**src/rtl/step_seq_pkg.sv**
```systemverilog
// Shared constants for the step-sequencer display: grid geometry and the
// draw arbiter state encoding.
package step_seq_pkg;

   localparam int unsigned GRID_X0    = 214;
   localparam int unsigned GRID_Y0    = 32;
   localparam int unsigned CELL_PITCH = 33;
   localparam int unsigned GRID_N     = 12;

   typedef enum logic [2:0] {
      S_INIT     = 3'd0,
      S_IDLE     = 3'd1,
      S_LAUNCH   = 3'd2,
      S_WAIT_HI1 = 3'd3,
      S_WAIT_LO1 = 3'd4,
      S_WAIT_HI2 = 3'd5,
      S_WAIT_LO2 = 3'd6,
      S_ERR      = 3'd7
   } draw_state_t;

endpackage

```
**src/rtl/grid_to_pixel.sv**
```systemverilog
// Maps a grid cell index pair to the top-left pixel of that cell.
module grid_to_pixel
   import step_seq_pkg::*;
(
   input  logic [3:0] i_col,
   input  logic [3:0] i_row,
   output logic [9:0] o_x,
   output logic [8:0] o_y
);

   // Indices 0..11 keep both results inside their widths.
   assign o_x = 10'(GRID_X0) + 10'(CELL_PITCH) * 10'(i_col);
   assign o_y = 9'(GRID_Y0) + 9'(CELL_PITCH) * 9'(i_row);

endmodule

```
**src/rtl/vga_draw_arbiter.sv**
```systemverilog
// Round-robin arbiter between the cursor mover (A) and step editor (B),
// sequencing one two-phase draw operation on vga_display per grant.
module vga_draw_arbiter
   import step_seq_pkg::*;
#(
   parameter int TIMEOUT = 16
)(
   input  logic       CLOCK_50,
   input  logic       nReset,
   input  logic       reqA,
   input  logic       reqB,
   output logic       ackA,
   output logic       ackB,
   input  logic [3:0] newA_col,
   input  logic [3:0] newA_row,
   input  logic [3:0] oldA_col,
   input  logic [3:0] oldA_row,
   input  logic [3:0] newB_col,
   input  logic [3:0] newB_row,
   input  logic [3:0] oldB_col,
   input  logic [3:0] oldB_row,
   input  logic       stateA,
   input  logic       stateB,
   input  logic       drawing,
   output logic       draw_enable,
   output logic [9:0] X,
   output logic [8:0] Y,
   output logic [9:0] OLD_X,
   output logic [8:0] OLD_Y,
   output logic       state,
   output logic       init_done,
   output logic       busy,
   output logic       err_range,
   output logic       err_timeout
);

   localparam int CNT_W = $clog2(TIMEOUT + 1);

   draw_state_t      r_fsm, w_fsm_next;
   logic             r_init_hi, r_init_done, r_last_b;
   logic [CNT_W-1:0] r_cnt;
   logic [9:0]       r_x, r_old_x;
   logic [8:0]       r_y, r_old_y;
   logic             r_state;

   logic             w_grant_a, w_grant_b, w_latch, w_in_range, w_to_hit;
   logic [3:0]       w_new_col, w_new_row, w_old_col, w_old_row;
   logic [9:0]       w_new_x, w_old_x;
   logic [8:0]       w_new_y, w_old_y;

   // On a tie the requester that was not served last wins.
   assign w_grant_a = reqA && (!reqB || r_last_b);
   assign w_grant_b = reqB && !w_grant_a;

   assign w_new_col = w_grant_a ? newA_col : newB_col;
   assign w_new_row = w_grant_a ? newA_row : newB_row;
   assign w_old_col = w_grant_a ? oldA_col : oldB_col;
   assign w_old_row = w_grant_a ? oldA_row : oldB_row;

   assign w_in_range = (w_new_col < 4'(GRID_N)) && (w_new_row < 4'(GRID_N)) &&
                       (w_old_col < 4'(GRID_N)) && (w_old_row < 4'(GRID_N));

   grid_to_pixel u_new_pix (.i_col(w_new_col), .i_row(w_new_row), .o_x(w_new_x), .o_y(w_new_y));
   grid_to_pixel u_old_pix (.i_col(w_old_col), .i_row(w_old_row), .o_x(w_old_x), .o_y(w_old_y));

   assign w_to_hit = (r_cnt == CNT_W'(TIMEOUT - 1));
   assign w_latch  = ackA || ackB;

   // NOTE: every output of this block gets a default first, so no path can
   // leave one unassigned and infer a latch.
   always_comb begin
      w_fsm_next  = r_fsm;
      ackA        = 1'b0;
      ackB        = 1'b0;
      draw_enable = 1'b0;
      err_range   = 1'b0;
      err_timeout = 1'b0;
      case (r_fsm)
         S_INIT:     if (r_init_hi && !drawing) w_fsm_next = S_IDLE;
         S_IDLE: begin
            if (w_grant_a || w_grant_b) begin
               ackA       = w_grant_a;
               ackB       = w_grant_b;
               w_fsm_next = w_in_range ? S_LAUNCH : S_ERR;
            end
         end
         S_LAUNCH: begin
            draw_enable = 1'b1;
            w_fsm_next  = S_WAIT_HI1;
         end
         S_WAIT_HI1: begin
            if (drawing) w_fsm_next = S_WAIT_LO1;
            else if (w_to_hit) begin
               err_timeout = 1'b1;
               w_fsm_next  = S_IDLE;
            end
         end
         S_WAIT_LO1: if (!drawing) w_fsm_next = S_WAIT_HI2;
         S_WAIT_HI2: begin
            if (drawing) w_fsm_next = S_WAIT_LO2;
            else if (w_to_hit) begin
               err_timeout = 1'b1;
               w_fsm_next  = S_IDLE;
            end
         end
         S_WAIT_LO2: if (!drawing) w_fsm_next = S_IDLE;
         S_ERR: begin
            err_range  = 1'b1;
            w_fsm_next = S_IDLE;
         end
         default:    w_fsm_next = S_INIT;
      endcase
   end

   // NOTE: all state is updated with non-blocking assignments so every
   // register samples the pre-edge values of the others.
   always_ff @(posedge CLOCK_50 or negedge nReset) begin
      if (!nReset) begin
         r_fsm       <= S_INIT;
         r_init_hi   <= 1'b0;
         r_init_done <= 1'b0;
         r_last_b    <= 1'b1;
         r_cnt       <= '0;
         r_x         <= 10'(GRID_X0);
         r_y         <= 9'(GRID_Y0);
         r_old_x     <= 10'(GRID_X0);
         r_old_y     <= 9'(GRID_Y0);
         r_state     <= 1'b0;
      end else begin
         r_fsm <= w_fsm_next;
         if (r_fsm == S_INIT && drawing) r_init_hi <= 1'b1;
         if (r_fsm == S_INIT && w_fsm_next == S_IDLE) r_init_done <= 1'b1;

         // Counter runs only while waiting for drawing to rise.
         if ((r_fsm == S_WAIT_HI1 || r_fsm == S_WAIT_HI2) && w_fsm_next == r_fsm)
            r_cnt <= r_cnt + CNT_W'(1);
         else
            r_cnt <= '0;

         if (w_latch) begin
            r_last_b <= w_grant_b;
            if (w_in_range) begin
               r_x     <= w_new_x;
               r_y     <= w_new_y;
               r_old_x <= w_old_x;
               r_old_y <= w_old_y;
               r_state <= w_grant_a ? stateA : stateB;
            end
         end
      end
   end

   assign busy      = (r_fsm != S_INIT) && (r_fsm != S_IDLE);
   assign init_done = r_init_done;
   assign X         = r_x;
   assign Y         = r_y;
   assign OLD_X     = r_old_x;
   assign OLD_Y     = r_old_y;
   assign state     = r_state;

endmodule

```
**config.mk**
```make
export PLATFORM = sky130hd
export DESIGN_NAME = vga_draw_arbiter
export DESIGN_NICKNAME = d
export VERILOG_FILES = /design/src/rtl/step_seq_pkg.sv /design/src/rtl/grid_to_pixel.sv /design/src/rtl/vga_draw_arbiter.sv
export SDC_FILE = /design/constraint.sdc
export NUM_CORES = 1
export LEC_CHECK = 0
export CORE_AREA = 2 2 117 74
export DETAILED_ROUTE_END_ITERATION = 6
export DIE_AREA = 0 0 119 76
export PLACE_DENSITY = 0.76
export SLEW_MARGIN = 20
export SYNTH_ARGS = -nofsm -noshare
export SYNTH_HDL_FRONTEND = slang
export SYNTH_SLANG_ARGS = --single-unit
```
**constraint.sdc**
```tcl
create_clock -name CLOCK_50 -period 2.69 [get_ports CLOCK_50]
set_input_delay 0.6725 -clock CLOCK_50 [delete_from_list [all_inputs] [get_ports CLOCK_50]]
set_output_delay 0.6725 -clock CLOCK_50 [all_outputs]
set_load 0.01 [all_outputs]
```
==> results of run 1 <==
==> power by group through the flow <==
| stage | registers (W) | clock network (W) | logic (W) |
|---|---|---|---|
| 5_1_grt | 0.00138 | 0.000766 | 0.00212 |
| 6_report | 0.00133 | 0.000718 | 0.00195 |
| 3_3_place_gp | 0.00133 | 0 | 0.00178 |
| 4_1_cts | 0.00133 | 0.000739 | 0.00195 |
| 2_1_floorplan | 0.00138 | 0 | 0.000830 |
| 3_5_place_dp | 0.00134 | 0 | 0.00183 |
==> final cells by class <==
cell class,instances,area [sq um]
fill,704,3770
multi-input combinational,180,1450
timing repair buffer,126,1280
sequential,48,1220
tap,112,140
clock buffer,5,125
inverter,18,70.1
clock inverter,3,47.5
==> per-stage QoR <==
step | hold slack (ns) | cells | power, W
finish | 0.458 | 492 | 0.00400
CTS | 0.460 | 491 | 0.00402
detailed placement | 0.445 | 476 | 0.00317
floorplan | 0.377 | 260 | 0.00221
global placement | 0.440 | 476 | 0.00311
global route | 0.487 | 492 | 0.00426
==> cell usage in the layout, fill, tap and decap left out, types with 3 or more instances in the layout <==
cell	synthesis	routed
nor2_1	13	13
clkdlybuf4s50_1	0	76
a22oi_1	3	3
buf_12	0	5
mux2_2	10	8
a21oi_1	9	7
buf_4	2	35
a21o_1	3	3
clkbuf_16	0	5
and3_1	3	3
inv_1	18	16
xnor2_1	8	8
nand2_1	32	30
xor2_1	5	5
mux2i_1	6	4
dfrtp_1	35	35
dfstp_2	13	13
ha_1	20	18
o21ai_1	10	10
o21ai_0	19	19
nand2b_1	5	4
mux2_4	14	16
==> worst min-delay path by stage <==
stage	endpoint	slack, ns
final	r_init_hi	0.46
after global routing	OLD_X[6]	0.49
after CTS	r_init_hi	0.46
after detailed placement	r_init_hi	0.45
after global placement	r_init_hi	0.44
after floorplan	OLD_X[0]	0.38
==> metal layers <==
metal	up-vias	wire [um]	global-route usage, %
li1	1110	-	-
met1	1106	3570	22.9
met2	55	3220	25.7
met3	8	430	5.09
met4	0	64	3.81
met5	-	0	0
==> kinds of logic (layout without fill, tap and decap cells) <==
group	Yosys count	after routing	share of synthesized area [%]
fa+ha+maj	22	22	10.7
xor+xnor	13	13	4.19
mux	30	30	14.1
other cells	1	2	0.138
simple gates	61	61	9.89
compound gates	52	52	11.0
flops	48	48	44.8
buf+inv	32	152	5.20
==> flip-flops by register name, summed over array words and instances, names as in the netlist <==
signal / count
state: 1
r_last_b: 1
X: 10
OLD_Y: 8
r_init_hi: 1
r_cnt: 5
r_fsm: 3
OLD_X: 10
Y: 8
init_done: 1
==> what timing repair did <==
| action | in CTS | in global routing |
|---|---|---|
| setup endpoints to repair | 40 | 31 |
| cloned | 3 | 0 |
| pin swaps | 4 | 1 |
| gates resized for setup | 24 | 3 |
| setup buffers | 4 | 1 |
==> worst reg2reg max path, stage by stage (launching register included) <==
cell and delay (ns):
dfstp_2 0.53, nand2b_4 0.12, nand2_2 0.07, buf_12 0.16, mux2_4 0.32, ha_4 0.17
inv_2 0.06, nand2_2 0.06, a2111o_2 0.42, buf_12 0.16, buf_12 0.13, mux2_4 0.30
==> results by group, run 1 <==
Clock network
  – Root Buffer: clkbuf_16
  – Clock sink count: 48
  – TritonCTS Buffers: 5
  – H-tree lvl count: 2
  – CTS Hold Buffers Added: 0
  – Max Root-Sink Buffers: 2
  – Clock-pin slew on the worst setup and hold paths: 0.07 ns
  – Worst skew pair latency: 0.29 ns
  – CTS tree: done

Yosys
  – Synth area leaders: dfrtp_1 32%, dfstp_2 13%, ha_1 9.2%
  – Gate Count Post-Synth: 259
  – Unique masters post-synth: 37
  – Commonest cells post-synth: 35 x dfrtp_1, 32 x nand2_1, 20 x ha_1
  – Synth Warn #: 0
  – Largest area contributor in the netlist: dfrtp_1
  – Syn Area/Cell: 10.5 sq um
  – Most frequent cell after synthesis: dfrtp_1
  – Area share of the largest cell type after synthesis: 32.2%
  – Post-Syn Area: 0.00272 sq mm
  – Sequential-to-total area share from yosys stat: 44.8%
  – Number of synthesized register bits: 48
  – Share of flip-flops with an asynchronous set or reset: 100%
  – Number of flops mapped to enable cells by yosys: 0
  – Synth Flop Type: dfrtp_1

Setup path
  – WP buf/inv: 5
  – Top delay family on crit path: buffers and inverters
  – Slowest cell on the critical path: a2111o_2
  – CP Launch Type: input port
  – Setup crit end kind: flip-flop
  – CP Data Arrival Time: 2.78 ns
  – Crit path depth: 11
  – Worst path required time: 2.86 ns
  – R2R depth: 11
  – WS Path Type: in2reg
  – Crit. Startpoint: reqA
  – Crit-path cells: clkdlybuf4s15_1, nand2_2, buf_12, mux2_4, ha_4, inv_2, nand2_2, a2111o_2, buf_12, buf_12, mux2_4
  – Worst r2r dst: OLD_Y[2]
  – Worst flop-to-flop path startpoint: r_last_b
  – Delay of the slowest critical-path stage: 0.41 ns
  – Most frequent CP cell: buf_12
  – Flop2flop setup slack: 0.08 ns
  – Worst Setup EP: OLD_Y[2]
  – CP max FO: 7

GRT
  – Initial antenna violation count: 0
  – Global route overflow: 0
  – Vias in the first global route: 2391
  – Pin count of the biggest net entering global routing: 49
  – Overall Global Routing Usage: 16.6%
  – First-pass GRT wire length: 12.0 mm

Floorplanning
  – Die area: 0.00904 sq mm
  – Die Ht: 76 um
  – Rows: 26
  – Core area: 0.00810 sq mm
  – Die width: 119 um
  – Io pins: 85
  – Initial Util: 33.6%

STA
  – Pins Over Slew Limit: 0
  – Minimum clock period: 2.62 ns
  – Skew final: 0.00920 ns
  – RSZ-0062 raised after global routing: no
  – Final setup fails: 0
  – Slew margin rel.: 58.7%
  – Worst-Margin Slew: 0.620 ns
  – TNS Setup: 0 ns
  – Fin crit share: 97.2%
  – FMAX: 0.382 GHz
  – Final setup margin: 0.0745 ns
  – Hold Vio Cnt, Final: 0

Routing
  – Routed WL per cell: 14.8 um
  – Drt drc: 0
  – Initial DRC count: 90
  – Antenna Nets Post-Route: 0
  – Vias: 2279
  – DR vias/cell: 4.63
  – Drt total wl: 7.29 mm
  – DR pass1 iterations: 4

Power and ir drop
  – Pwr dens: 922 mW/mm^2
  – Clk pwr share: 18.0%
  – Leakage: 2.07 nW
  – Pint: 0.00270 W
  – Sw Ratio: 32.6%
  – Net Sw Power: 0.00130 W
  – VDD IR max: 0.000385 V
  – Gate power share: 48.7%
  – Sequential cell fraction of total power: 33.3%

Placed design
  – DP HPWL: 5.38 mm
  – Area after DPL: 0.00395 sq mm
  – GPL Wtd Cong: 0.800
  – DP Worst Slack: -0.606 ns
  – IO buf count: 82

Cells and area
  – Layout cells sized above 1: 27.6%
  – Diode count: 0
  – Fin nets: 440
  – Fin util: 53.5%
  – Area Overhead vs Synth: 59.4%
  – Final Instance Area: 0.00433 sq mm

Flow run
  – Max-Cap Viols: 0

Status
  – Status: completed

Min path
  – Hold Crit Class: reg2reg
  – Min-Delay Path Depth: 1
  – Hold_sp: r_init_hi
Note: power is estimated with default switching activity, not from simulation.
==> inputs of run 2 (changes only) <==
--- a/config.mk
+++ b/config.mk
@@ -8,8 +8,7 @@
 export CORE_AREA = 2 2 117 74
 export DETAILED_ROUTE_END_ITERATION = 6
 export DIE_AREA = 0 0 119 76
-export PLACE_DENSITY = 0.76
-export SLEW_MARGIN = 20
+export SLEW_MARGIN = 30
 export SYNTH_ARGS = -nofsm -noshare
 export SYNTH_HDL_FRONTEND = slang
 export SYNTH_SLANG_ARGS = --single-unit
==> constraint.sdc (replaced) <==
create_clock -name CLOCK_50 -period 2.6 [get_ports CLOCK_50]
set_input_delay 0.65 -clock CLOCK_50 [delete_from_list [all_inputs] [get_ports CLOCK_50]]
set_output_delay 0.65 -clock CLOCK_50 [all_outputs]
set_load 0.01 [all_outputs]
==> results by group, run 2 (synthesis results as in run 1) <==
Placed design
  – IO buf count: 82 (unchanged)
  – DP HPWL: 5.05 mm (-6.1%)
  – GPL Wtd Cong: 0.779 (-2.7%)
  – DP Worst Slack: -0.644 ns (-0.0378 ns)
  – DP Cell Count: 480 (+0.84%)

Clock network
  – Max Root-Sink Buffers: 2 (unchanged)
  – Clock sink count: 48 (unchanged)
  – TritonCTS Buffers: 5 (unchanged)
  – Root Buffer: clkbuf_16
  – Clock-pin slew on the worst setup and hold paths: 0.07 ns (about the same)
  – CTS tree: done
  – H-tree lvl count: 2 (unchanged)
  – Worst skew pair latency: 0.29 ns (about the same)

Cells and area
  – Register Area: 0.00122 sq mm (unchanged)
  – Layout cells sized above 1: 29.4% (+1.8 points)
  – Filler cells: 707 (+0.43%)
  – Fin util: 53.2% (-0.26 points)
  – Commonest non-fill, non-tap cell in the layout: clkdlybuf4s50_1
  – Area of the multi-input gates: 0.00146 sq mm (+0.60%)
  – Area Overhead vs Synth: 58.6%
  – Fin nets: 444 (+0.91%)
  – Highest-count cells in the layout ignoring fill and taps: 76 x clkdlybuf4s50_1, 40 x buf_4, 35 x dfrtp_1
  – Fin cells: 496 (+0.81%)
  – Diode count: 0 (unchanged)

STA
  – TNS Setup: 0 ns (unchanged)
  – Final setup fails: 0 (unchanged)
  – RSZ-0062 raised after global routing: yes
  – Pins Over Slew Limit: 0 (unchanged)
  – Final setup margin: 0.0903 ns (+0.0159 ns)
  – Skew final: 0.00646 ns (-0.00274 ns)
  – FMAX: 0.398 GHz
  – Hold Vio Cnt, Final: 0 (unchanged)
  – Worst hold slack: 0.329 ns (-0.129 ns)
  – Minimum clock period: 2.51 ns
  – Fin crit share: 96.5%

Setup path
  – CP Launch Type: flip-flop
  – WS Path Type: reg2reg
  – CP max FO: 8 (+1)
  – Setup crit end kind: flip-flop
  – Worst path required time: 2.77 ns (-0.09 ns)
  – Slowest cell on the critical path: dfstp_2
  – Top delay family on crit path: multiplexers
  – WP buf/inv: 3 (-2)
  – Crit-path cells: nand2b_4, nand2_4, buf_6, mux2_4, ha_4, inv_4, nand2_2, a2111o_2, buf_12, mux2_4
  – Delay of the slowest critical-path stage: 0.53 ns (+0.12 ns)
  – Most frequent CP cell: mux2_4
  – CP Data Arrival Time: 2.68 ns (-0.10 ns)

Routing
  – Initial DRC count: 73 (-19%)
  – Drt drc: 0 (unchanged)
  – Antenna Nets Post-Route: 0 (unchanged)
  – Drt total wl: 6.86 mm (-5.8%)
  – DR pass1 iterations: 4 (unchanged)
  – Vias: 2229 (-2.2%)
  – DR vias/cell: 4.49 (-3.0%)
  – Routed WL per cell: 13.8 um (-6.6%)

GRT
  – Vias in the first global route: 2257 (-5.6%)
  – Initial antenna violation count: 0 (unchanged)
  – Overall Global Routing Usage: 16.3% (-0.34 points)
  – First-pass GRT wire length: 11.5 mm (-4.5%)
  – Global route overflow: 0 (unchanged)
  – Pin count of the biggest net entering global routing: 49 (unchanged)

Floorplanning
  – Rows: 26 (unchanged)
  – Die Ht: 76 um (unchanged)
  – Core area: 0.00810 sq mm (unchanged)
  – Die area: 0.00904 sq mm (unchanged)
  – Initial Util: 33.6% (unchanged)
  – Die width: 119 um (unchanged)
  – Io pins: 85 (unchanged)

Flow run
  – Max-Cap Viols: 0 (unchanged)

Status
  – Status: completed

Min path
  – Hold Crit Class: in2async

Power and ir drop
  – Pwr dens: 951 mW/mm^2 (+3.1%)
  – Leakage: 2.03 nW (-1.5%)
  – VDD IR max: 0.000408 V (+6.2%)
run 2: cell types whose count changed in the layout (fill, tap and decap cells not counted), moves of 2 or more:
cell / before / now
buf_6: 1 / 3
ha_1: 18 / 16
o21ai_1: 10 / 13
buf_12: 5 / 3
o21ai_0: 19 / 15
clkinv_4: 2 / 0
buf_4: 35 / 40
ha_2: 0 / 3
run 2: power by group:
part	switching, W	leakage (nW)	internal, W	total, W
Clock	0.000282	0.0808	0.000453	0.000735
Sequential	0.000240	0.571	0.00113	0.00137
Combinational	0.000800	1.38	0.00120	0.00200
Total	0.00132	2.03	0.00278	0.00410
run 2: worst paths after layout:
kind                       endpoint  slack [ns]      from  depth (start not counted)
max reg2reg                    X[0]        0.09  r_last_b                         10
min reg2reg                r_cnt[0]        0.46  r_cnt[0]                          1
min                        OLD_Y[6]        0.33    nReset                          2
max                            X[0]        0.09  r_last_b                         10
max in group asynchronous      X[6]        1.99    nReset                          2
min in group CLOCK_50      r_cnt[0]        0.46  r_cnt[0]                          1
run 2: timing repair:
action                     in CTS  in global routing
setup endpoints to repair      40                 36
cloned                          2                  0
setup buffers                   6                  0
resized for setup              22                 13
hold buffers                    0                  0
pin swaps                       3                  2
hold endpoints to repair        0                  0
run 2: final cells by class:
cell class	instances	area share, %
inverter	18	1.62
multi-input combinational	180	33.9
clock inverter	2	0.812
tap	112	3.25
timing repair buffer	130	29.2
sequential	48	28.2
clock buffer	6	2.99
run 2: through the flow:
stage,cell area (sq um),power [W]
global placement,3970,0.00326
global route,4310,0.00440
floorplan,2760,0.00229
CTS,4290,0.00413
finish,4310,0.00410
detailed placement,3970,0.00327
run 2: per-layer routing:
| metal | wire length (um) | global-route usage [%] | vias up | share of wire (%) |
|---|---|---|---|---|
| met5 | 0 | 0 | - | 0 |
| met4 | 78 | 4.64 | 0 | 1.1 |
| met3 | 471 | 5.61 | 8 | 6.9 |
| met2 | 2770 | 22.5 | 62 | 40 |
| met1 | 3540 | 23.9 | 1039 | 52 |
| li1 | - | - | 1120 | - |
run 2: worst reg2reg max path: stages (launching register included):
cell	delay [ns]
dfstp_2	0.53
nand2b_4	0.13
nand2_4	0.06
buf_6	0.13
mux2_4	0.32
ha_4	0.17
inv_4	0.05
nand2_2	0.04
a2111o_2	0.46
buf_12	0.19
mux2_4	0.29
